===== src/rtl/snake_disp_pkg.sv =====
// Shared definitions for the snake display path: mode codes, draw FSM states and
// coordinate field helpers.
package snake_disp_pkg;

   localparam logic [1:0] MODE_GAME  = 2'b00;
   localparam logic [1:0] MODE_START = 2'b01;
   localparam logic [1:0] MODE_OVER  = 2'b10;
   localparam logic [1:0] MODE_WIN   = 2'b11;

   // Widest coordinate field supported (GRID up to 32).
   localparam int MAX_CW = 5;

   typedef enum logic [2:0] {
      ST_IDLE,
      ST_CLEAR,
      ST_FOOD,
      ST_SEG,
      ST_SWAP
   } draw_state_t;

   // A coordinate packs {row, col}, each cw bits wide; callers zero-extend to 2*MAX_CW.
   function automatic logic [MAX_CW-1:0] coord_row(input logic [2*MAX_CW-1:0] coord,
                                                   input int cw);
      logic [2*MAX_CW-1:0] mask;
      mask = (2*MAX_CW)'((1 << cw) - 1);
      return MAX_CW'((coord >> cw) & mask);
   endfunction

   function automatic logic [MAX_CW-1:0] coord_col(input logic [2*MAX_CW-1:0] coord,
                                                   input int cw);
      logic [2*MAX_CW-1:0] mask;
      mask = (2*MAX_CW)'((1 << cw) - 1);
      return MAX_CW'(coord & mask);
   endfunction

endpackage


===== src/rtl/led_row_scanner.sv =====
// Row scan timing for the LED matrix: holds each row for SCAN_DIV clocks and
// drives a registered one-hot row strobe.
module led_row_scanner #(
   parameter int GRID     = 16,
   parameter int CW       = $clog2(GRID),
   parameter int SCAN_DIV = 4
) (
   input  logic            clk,
   input  logic            reset,
   output logic [CW-1:0]   row_idx,
   output logic [GRID-1:0] row_sel
);

   localparam int SCW = (SCAN_DIV > 1) ? $clog2(SCAN_DIV) : 1;

   logic [SCW-1:0] scan_cnt;

   // NOTE: non-blocking assignments so every flop samples pre-edge values.
   always_ff @(posedge clk) begin
      if (reset) begin
         scan_cnt <= '0;
         row_idx  <= '0;
         row_sel  <= '0;
      end else begin
         row_sel <= GRID'(1) << row_idx;
         if (scan_cnt == SCW'(SCAN_DIV - 1)) begin
            scan_cnt <= '0;
            row_idx  <= row_idx + CW'(1);
         end else begin
            scan_cnt <= scan_cnt + SCW'(1);
         end
      end
   end

endmodule


===== src/rtl/snake_frame_renderer.sv =====
// Double-buffered snake/food rasteriser with a sequential draw engine and a
// row-scanned LED output with mode overlays.
module snake_frame_renderer
   import snake_disp_pkg::*;
#(
   parameter int GRID     = 16,
   parameter int CW       = $clog2(GRID),
   parameter int MAX_LEN  = 10,
   parameter int LW       = $clog2(MAX_LEN + 1),
   parameter int SCAN_DIV = 4
) (
   input  logic                    clk,
   input  logic                    reset,
   input  logic                    draw_req,
   input  logic [LW-1:0]           snake_len,
   input  logic [MAX_LEN*2*CW-1:0] snake_flat,
   input  logic [2*CW-1:0]         food,
   input  logic                    food_en,
   input  logic [1:0]              mode,
   output logic                    busy,
   output logic                    frame_done,
   output logic [GRID-1:0]         row_sel,
   output logic [GRID-1:0]         row_data
);

   localparam int SW = 2 * CW;

   draw_state_t state, state_nx;

   logic [GRID-1:0]       front [GRID];
   logic [GRID-1:0]       back  [GRID];
   logic [MAX_LEN*SW-1:0] lat_flat;
   logic [SW-1:0]         lat_food;
   logic                  lat_food_en;
   logic [LW-1:0]         lat_len;
   logic                  pending;
   logic                  start;
   logic [CW-1:0]         clr_row;
   logic [LW-1:0]         seg_idx;
   logic [CW-1:0]         row_idx;
   logic [SW-1:0]         seg_coord;
   logic [SW-1:0]         draw_coord;
   logic [CW-1:0]         draw_r;
   logic [CW-1:0]         draw_c;
   logic [GRID-1:0]       pattern;

   // ---------------- draw FSM ----------------
   always_ff @(posedge clk) begin
      if (reset) state <= ST_IDLE;
      else       state <= state_nx;
   end

   // NOTE: every output gets a default first so no path can infer a latch.
   always_comb begin
      state_nx = state;
      start    = 1'b0;
      case (state)
         ST_IDLE: begin
            if (draw_req || pending) begin
               start    = 1'b1;
               state_nx = ST_CLEAR;
            end
         end
         ST_CLEAR: if (clr_row == CW'(GRID - 1)) state_nx = ST_FOOD;
         ST_FOOD:  state_nx = (lat_len == '0) ? ST_SWAP : ST_SEG;
         ST_SEG:   if (seg_idx == lat_len - LW'(1)) state_nx = ST_SWAP;
         ST_SWAP:  state_nx = ST_IDLE;
         default:  state_nx = ST_IDLE;
      endcase
   end

   assign busy       = (state != ST_IDLE);
   assign frame_done = (state == ST_SWAP);

   // Food is drawn in FOOD, segments in SEG; both share one pixel decoder.
   assign seg_coord  = lat_flat[seg_idx*SW +: SW];
   assign draw_coord = (state == ST_FOOD) ? lat_food : seg_coord;
   assign draw_r     = CW'(coord_row((2*MAX_CW)'(draw_coord), CW));
   assign draw_c     = CW'(coord_col((2*MAX_CW)'(draw_coord), CW));

   // ---------------- buffers and draw datapath ----------------
   always_ff @(posedge clk) begin
      if (reset) begin
         // NOTE: buffers are flops, not RAM, because reset must blank them in one cycle.
         for (int r = 0; r < GRID; r++) begin
            front[r] <= '0;
            back[r]  <= '0;
         end
         lat_flat    <= '0;
         lat_food    <= '0;
         lat_food_en <= 1'b0;
         lat_len     <= '0;
         pending     <= 1'b0;
         clr_row     <= '0;
         seg_idx     <= '0;
      end else begin
         if (busy && draw_req) pending <= 1'b1;
         case (state)
            ST_IDLE: begin
               if (start) begin
                  lat_flat    <= snake_flat;
                  lat_food    <= food;
                  lat_food_en <= food_en;
                  lat_len     <= (snake_len > LW'(MAX_LEN)) ? LW'(MAX_LEN) : snake_len;
                  pending     <= 1'b0;
                  clr_row     <= '0;
               end
            end
            ST_CLEAR: begin
               back[clr_row] <= '0;
               clr_row       <= clr_row + CW'(1);
            end
            ST_FOOD: begin
               if (lat_food_en) back[draw_r][draw_c] <= 1'b1;
               seg_idx <= '0;
            end
            ST_SEG: begin
               back[draw_r][draw_c] <= 1'b1;
               seg_idx              <= seg_idx + LW'(1);
            end
            ST_SWAP: begin
               for (int r = 0; r < GRID; r++) front[r] <= back[r];
            end
            default: ;
         endcase
      end
   end

   // ---------------- scan output ----------------
   led_row_scanner #(
      .GRID     (GRID),
      .CW       (CW),
      .SCAN_DIV (SCAN_DIV)
   ) u_scanner (
      .clk     (clk),
      .reset   (reset),
      .row_idx (row_idx),
      .row_sel (row_sel)
   );

   always_comb begin
      pattern = '0;
      case (mode)
         MODE_GAME:  pattern = front[row_idx];
         MODE_START: begin
            if (row_idx == '0 || row_idx == CW'(GRID - 1)) pattern = '1;
            else pattern = {1'b1, {(GRID-2){1'b0}}, 1'b1};
         end
         MODE_OVER:  pattern = (GRID'(1) << row_idx) | (GRID'(1) << (CW'(GRID - 1) - row_idx));
         MODE_WIN:   pattern = '1;
         default:    pattern = '1;
      endcase
   end

   // Registered alongside row_sel so strobe and data change on the same edge.
   always_ff @(posedge clk) begin
      if (reset) row_data <= '0;
      else       row_data <= pattern;
   end

endmodule


===== config.mk =====
export PLATFORM = sky130hd
export DESIGN_NAME = snake_frame_renderer
export DESIGN_NICKNAME = d
export VERILOG_FILES = /design/src/rtl/snake_disp_pkg.sv /design/src/rtl/led_row_scanner.sv /design/src/rtl/snake_frame_renderer.sv
export SDC_FILE = /design/constraint.sdc
export NUM_CORES = 1
export LEC_CHECK = 0
export BUFFER_PORTS_ARGS = -buffer_cell sky130_fd_sc_hd__buf_2
export CORE_ASPECT_RATIO = 0.9
export CORE_MARGIN = 5
export CORE_UTILIZATION = 61
export DETAILED_ROUTE_END_ITERATION = 6
export GPL_TIMING_DRIVEN = 0
export PLACE_DENSITY = 0.89
export SLEW_MARGIN = 10
export SYNTH_ARGS = -nofsm -noshare
export SYNTH_HDL_FRONTEND = slang
export SYNTH_SLANG_ARGS = --single-unit
export TNS_END_PERCENT = 100

===== constraint.sdc =====
create_clock -name clk -period 6.1 [get_ports clk]
set_clock_uncertainty 0.1 [all_clocks]
set_input_delay 0.305 -clock clk [delete_from_list [all_inputs] [get_ports clk]]
set_output_delay 0.305 -clock clk [all_outputs]
set_load 0.02 [all_outputs]

After elaboration in Yosys (flattened, before gate mapping) --
Memory sizes are Yosys's and may differ from the RTL's. A register that Yosys moved wholly into a read port is not among the register bits. Index checks and enable logic that the tools add are counted. W data, S select, Z words.
Storage, ports and cells: register bits after elaboration 143, bits in writable memories 512, input port bits 98, output and inout port bits 34, word-level logic and storage cells 165, memories kept 2
Memory list:
- back | depth 16, width 16, rd ports 16, clocked after memory_dff 0, write ports 16, RTL line snake_frame_renderer.sv:31 | logic [GRID-1:0] back [GRID];
- front | depth 16, width 16, rd ports 1, clocked after memory_dff 1, write ports 16, RTL line snake_frame_renderer.sv:30 | logic [GRID-1:0] front [GRID];
Operators by class: add/sub/neg operators 6, $lt $le $gt $ge 3, equality and inequality tests 15, shifts and indexed selects 3, muxes and demuxes 74, bitwise operators 33, reductions and logical operators 17
Operators by type and width (number):
- $mux W16 | 21
- $shiftx A80 B8 Y8 | 1
- $pmux W16 S4 | 1
- $mux W1 | 36
- $or A1 B1 Y1 | 32
- $reduce_or A16 Y1 | 2
- $shl A1 B4 Y16 const A | 2
- $mux W4 | 6
- $or A16 B16 Y16 | 1
- $pmux W4 S2 | 2
- $mux W15 | 1
- $add A4 B1 Y4 const B | 3
- $mux W3 | 4
- $pmux W3 S4 | 1
- $eq A4 B4 Y1 const B | 2
- $logic_not A4 Y1 | 2
- $mux W8 | 1
- $ne A2 B2 Y1 const B | 4
- $eq A2 B2 Y1 const B | 3
- $eq A3 B2 Y1 const B | 2
- $lt A4 B5 Y1 const B | 1
- $demux W1 S4 | 1
- $eq A4 B4 Y1 | 1
- $ge A4 B1 Y1 const B | 1
- 16 further kinds | 20

Longest topological paths before layout --
depth in word-level cells 10, gate-level depth with buffers 11, mapped depth without buffers 8

By module --
Synthesis repeated with hierarchy kept, for this count alone.
Second synthesis, totals: cells, all modules 2454, area total of the unflattened synthesis 29064.1 µm²
Modules (own cells, without submodules):
- snake_frame_renderer | instances 1, cells an instance 2384, area an instance 28294.6 µm²
- led_row_scanner | instances 1, cells an instance 70, area an instance 769.5 µm²

Worst setup path after synthesis --
Ideal clock, no wire load.
kind register -> register, start register state[2], end memory front[0][0] (enable), arrival 4.475 ns, required time 5.489 ns, setup slack 1.014 ns, cell stages (with the launch flop) 4, path buffers 1, clock period less this slack 5.086 ns, cell sequence dfxtp_1 -> clkbuf_1 -> nor3b_1 -> or2_2
RTL lines:
- start: declaration | RTL line snake_frame_renderer.sv:28 | draw_state_t state, state_nx;
- start signal: assignment | RTL line snake_frame_renderer.sv:50 | else state <= state_nx;
- end: declaration | RTL line snake_frame_renderer.sv:30

==> results.md <==
* 0.784 — ratio of final minimum period to clock period
* 66 — total CTS buffers
* 2437 — post-synthesis net count
* 12.0 nW — Pleak
* primary input to register — type of the tightest min-delay check
* 0.641 — fraction of the yosys area taken by sequential cells
* 70 — maximum number of pins on one net before global-route repair
* sky130_fd_sc_hd__nor2_1 — commonest non-fill, non-tap cell in the layout
* 26.2 um — wire length per cell after detailed routing
* 1.01 — Final GP Congestion
* 310 nW/um^2 — power per unit of standard cell area
* 0 — cells resized by post-CTS repair
* 0 — final hold vios
* 75 — Std-Cell Rows
* 0.335 — GRT Overall Usage
* complete, but fails checks — status
* 0 — number of synthesis warnings
* 0 — overall overflow remaining after global route
* 129 mm — first-pass GRT wire length
* 0 — number of setup violations in the final report
* 0 — Final Slew Violations
* 0.240 — switching share of power
* 130 — port bufs
* 33300 um^2 — area of all placed cells without fillers
* 3 — deepest clock path buffer count
* register — Worst setup SP type
* 1.32 ns — worst reg-to-reg setup slack
* 67 — synth unique cells
* 86.2 mm — Total Routed Length
* 0 — remaining number of nets flagged by the antenna check after routing
* 215 um — die height
* 7.84 mW — internal power summed over all cells
* 2 — DRC viols
* 0.63 ns — worst skew pair latency
* 0.307 mV — peak ir drop on the vdd network
* 3586 — number of DRC markers in iteration 0
* 0.089 — part of the total power dissipated in combinational logic
* 10.3 mW — total power
* 7 — Worst Reg-to-Reg Cells
* 0.07 ns — clock-pin slew on the worst setup and hold paths
* 2.48 mW — Net Sw Power
* 46500 um^2 — Placeable Area
* sky130_fd_sc_hd__nor2_1, sky130_fd_sc_hd__edfxtp_1, sky130_fd_sc_hd__nand2_1, sky130_fd_sc_hd__a21oi_1, sky130_fd_sc_hd__and2_1 — most frequent cells in the layout
* 4.78 ns — time the final worst path needs with I/O delays and setup
* 0.209 GHz — fmax
* 2733 — Final nets
* 0 — count of max-cap constraint violations
* 5.01 ns — data arrival time of the worst path
* 238 um — width of the chip
* 21378 — vias
* 0.413 — clock share of power
* 94 — Post-CTS Hold Buffers
* 0.615 — initial core utilization
* 3078 — # placed instances
* 16.5% — signed area change from the synthesized netlist to the final layout
* done — TritonCTS clock tree
* 0 ns — total negative slack
* sky130_fd_sc_hd__clkbuf_16 — root buffer cell
* 2328 — synthesized instance count
* 51300 um^2 — total die area
* 10 — crit path max fanout
* 6.49 — routed vias/inst
* 2596 — filler cell count
* 659 — # clock sinks
* 6.33 ns — data required time at the worst endpoint
* 3 — H-tree depth reported by CTS
* 512 — number of synthesized flops with an enable pin
* 1 — number of antenna violations at the first check in global routing
* 0.499 — proportion of power drawn by flip-flops and latches
* state[1]$_SDFFE_PP0P_ — launch instance of the worst register-to-register path
* register to register — kind of critical path
* 659 — post-synthesis sequential element count
* register — kind of end point of the critical path
* no — unrepaired setup endpoints after global routing
* 56.2 mm — post-DP HPWL
* back[4][13]$_SDFFCE_PN0P_ — terminus of the critical flop-to-flop path
* 30100 um^2 — cell area after placement
* 0 — Async SR Flop Fraction
* 7 — first-pass iteration count of the detailed router
* design-rule violations — violated checks
* 0.166 — layout cells sized above 1
* 0.717 — Finished Core Util
* 0 — post-CTS setup-driven buffer insertion count
* 1.29 ns — transition time at the pin with the least slew margin
* state[1]$_SDFFE_PP0P_ — launching instance or port of the critical path
* back[4][13]$_SDFFCE_PN0P_ — end point of the critical path
* sky130_fd_sc_hd__edfxtp_1 — top flip-flop cell by instance count after synthesis
* 132 — number of placed I/O pins
* 21701 — number of global-route vias before repair
* 3293 — final cell count without fillers
* 12.3 um^2 — average cell area after synthesis
* 0.139 — tightest slew margin relative to the limit
* 28600 um^2 — synthesized cell area
critical path, stage by stage, from the launching register on:
cell                       delay, ns
sky130_fd_sc_hd__dfxtp_1        0.45
sky130_fd_sc_hd__nor3b_1        0.93
sky130_fd_sc_hd__nor2_1         0.15
sky130_fd_sc_hd__a22oi_1        0.53
sky130_fd_sc_hd__a21oi_1        0.31
sky130_fd_sc_hd__a21oi_1        1.07
sky130_fd_sc_hd__clkbuf_1       0.79
sky130_fd_sc_hd__nor2_1         0.16
kinds of logic after synthesis:
| logic type | count (synthesis) | share of synthesized area |
|---|---|---|
| compound gates | 231 | 0.0556 |
| fa+ha+maj | 11 | 0.00482 |
| simple gates | 1116 | 0.186 |
| xor+xnor | 8 | 0.00245 |
| flops | 659 | 0.641 |
| mux | 120 | 0.0791 |
| buf+inv | 183 | 0.0313 |
registers in the layout (all words and copies together) (netlist names), named ones only:
name	cells
back	256
front	256
lat_flat	80
row_data	16
u_scanner.row_sel	16
lat_food	8
clr_row	4
lat_len	4
seg_idx	4
u_scanner.row_idx	4
state	3
u_scanner.scan_cnt	2
lat_food_en	1
pending	1
layout make-up:
type                            instances  area [um^2]  share of cell area
Antenna cell                            3         7.51            0.000225
Buffer                                174          865              0.0260
Clock buffer                           86         1800              0.0540
Clock inverter                         32          432              0.0130
Inverter                                9         33.8             0.00101
Multi-Input combinational cell       1486         9370               0.281
Sequential cell                       659        18300               0.550
Tap cell                              616          771              0.0231
Timing Repair Buffer                  228         1700              0.0511
power groups by stage:
stage	Sequential [mW]	Combinational (mW)	Clock [mW]
6_report	5.14	0.914	4.26
5_1_grt	5.15	0.957	4.44
4_1_cts	5.14	0.861	4.22
3_5_place_dp	5.23	0.795	0
3_3_place_gp	5.22	0.750	0
2_1_floorplan	5.21	0.502	0
routing by layer:
metal	global-route usage	up-vias	part of all wire
met5	0	-	0
met4	0.197	0	0.080
met3	0.0951	553	0.14
met2	0.543	2052	0.47
met1	0.402	10078	0.31
li1	-	8695	-
metrics by stage:
stage	worst slack (ns)	hold WS [ns]
2_1_floorplan	1.01	0.304
3_3_place_gp	-0.565	0.315
5_1_grt	1.29	0.0580
4_1_cts	1.79	0.0209
6_report	1.32	0.0612
3_5_place_dp	1.81	0.322
cell usage after synthesis, types with 5 or more instances:
master / instances / area share
sky130_fd_sc_hd__buf_1: 12 / 0.0016
sky130_fd_sc_hd__ha_1: 11 / 0.0048
sky130_fd_sc_hd__nand2_2: 6 / 0.0013
sky130_fd_sc_hd__mux2i_1: 30 / 0.011
sky130_fd_sc_hd__clkbuf_1: 113 / 0.015
sky130_fd_sc_hd__edfxtp_1: 512 / 0.54
sky130_fd_sc_hd__dfxtp_1: 147 / 0.10
sky130_fd_sc_hd__nand3_1: 7 / 0.0012
sky130_fd_sc_hd__and2_1: 161 / 0.035
sky130_fd_sc_hd__nand2_4: 10 / 0.0039
sky130_fd_sc_hd__mux4_2: 84 / 0.066
sky130_fd_sc_hd__nor2_2: 8 / 0.0018
sky130_fd_sc_hd__xor2_1: 5 / 0.0015
sky130_fd_sc_hd__nor3b_2: 5 / 0.0022
sky130_fd_sc_hd__buf_4: 14 / 0.0037
sky130_fd_sc_hd__a21oi_1: 164 / 0.029
sky130_fd_sc_hd__nor2b_1: 100 / 0.022
sky130_fd_sc_hd__inv_1: 9 / 0.0012
sky130_fd_sc_hd__mux2_2: 6 / 0.0024
sky130_fd_sc_hd__buf_6: 14 / 0.0055
sky130_fd_sc_hd__nand2_1: 215 / 0.028
sky130_fd_sc_hd__nor3_1: 12 / 0.0021
sky130_fd_sc_hd__o21ai_0: 6 / 0.0011
sky130_fd_sc_hd__nor3b_1: 5 / 0.0013
sky130_fd_sc_hd__a22oi_1: 7 / 0.0018
sky130_fd_sc_hd__nor2_1: 543 / 0.071
sky130_fd_sc_hd__a21oi_4: 16 / 0.0091
sky130_fd_sc_hd__nand2b_1: 8 / 0.0018
sky130_fd_sc_hd__buf_2: 19 / 0.0033
worst min-delay path by stage:
| stage | slack, ns | to | start | cells after the start |
|---|---|---|---|---|
| floorplan | 0.30 | u_scanner.scan_cnt[0]$_SDFF_PP0_ | u_scanner.scan_cnt[0]$_SDFF_PP0_ | 1 |
| global placement | 0.32 | u_scanner.scan_cnt[0]$_SDFF_PP0_ | u_scanner.scan_cnt[0]$_SDFF_PP0_ | 1 |
| detailed placement | 0.32 | u_scanner.scan_cnt[0]$_SDFF_PP0_ | u_scanner.scan_cnt[0]$_SDFF_PP0_ | 1 |
| CTS | 0.02 | lat_len[0]$_SDFFE_PP0P_ | snake_len[1] | 4 |
| global route | 0.06 | lat_len[0]$_SDFFE_PP0P_ | snake_len[1] | 4 |
| finish | 0.06 | lat_len[0]$_SDFFE_PP0P_ | snake_len[1] | 4 |
Power figures use the tool's default switching activity.
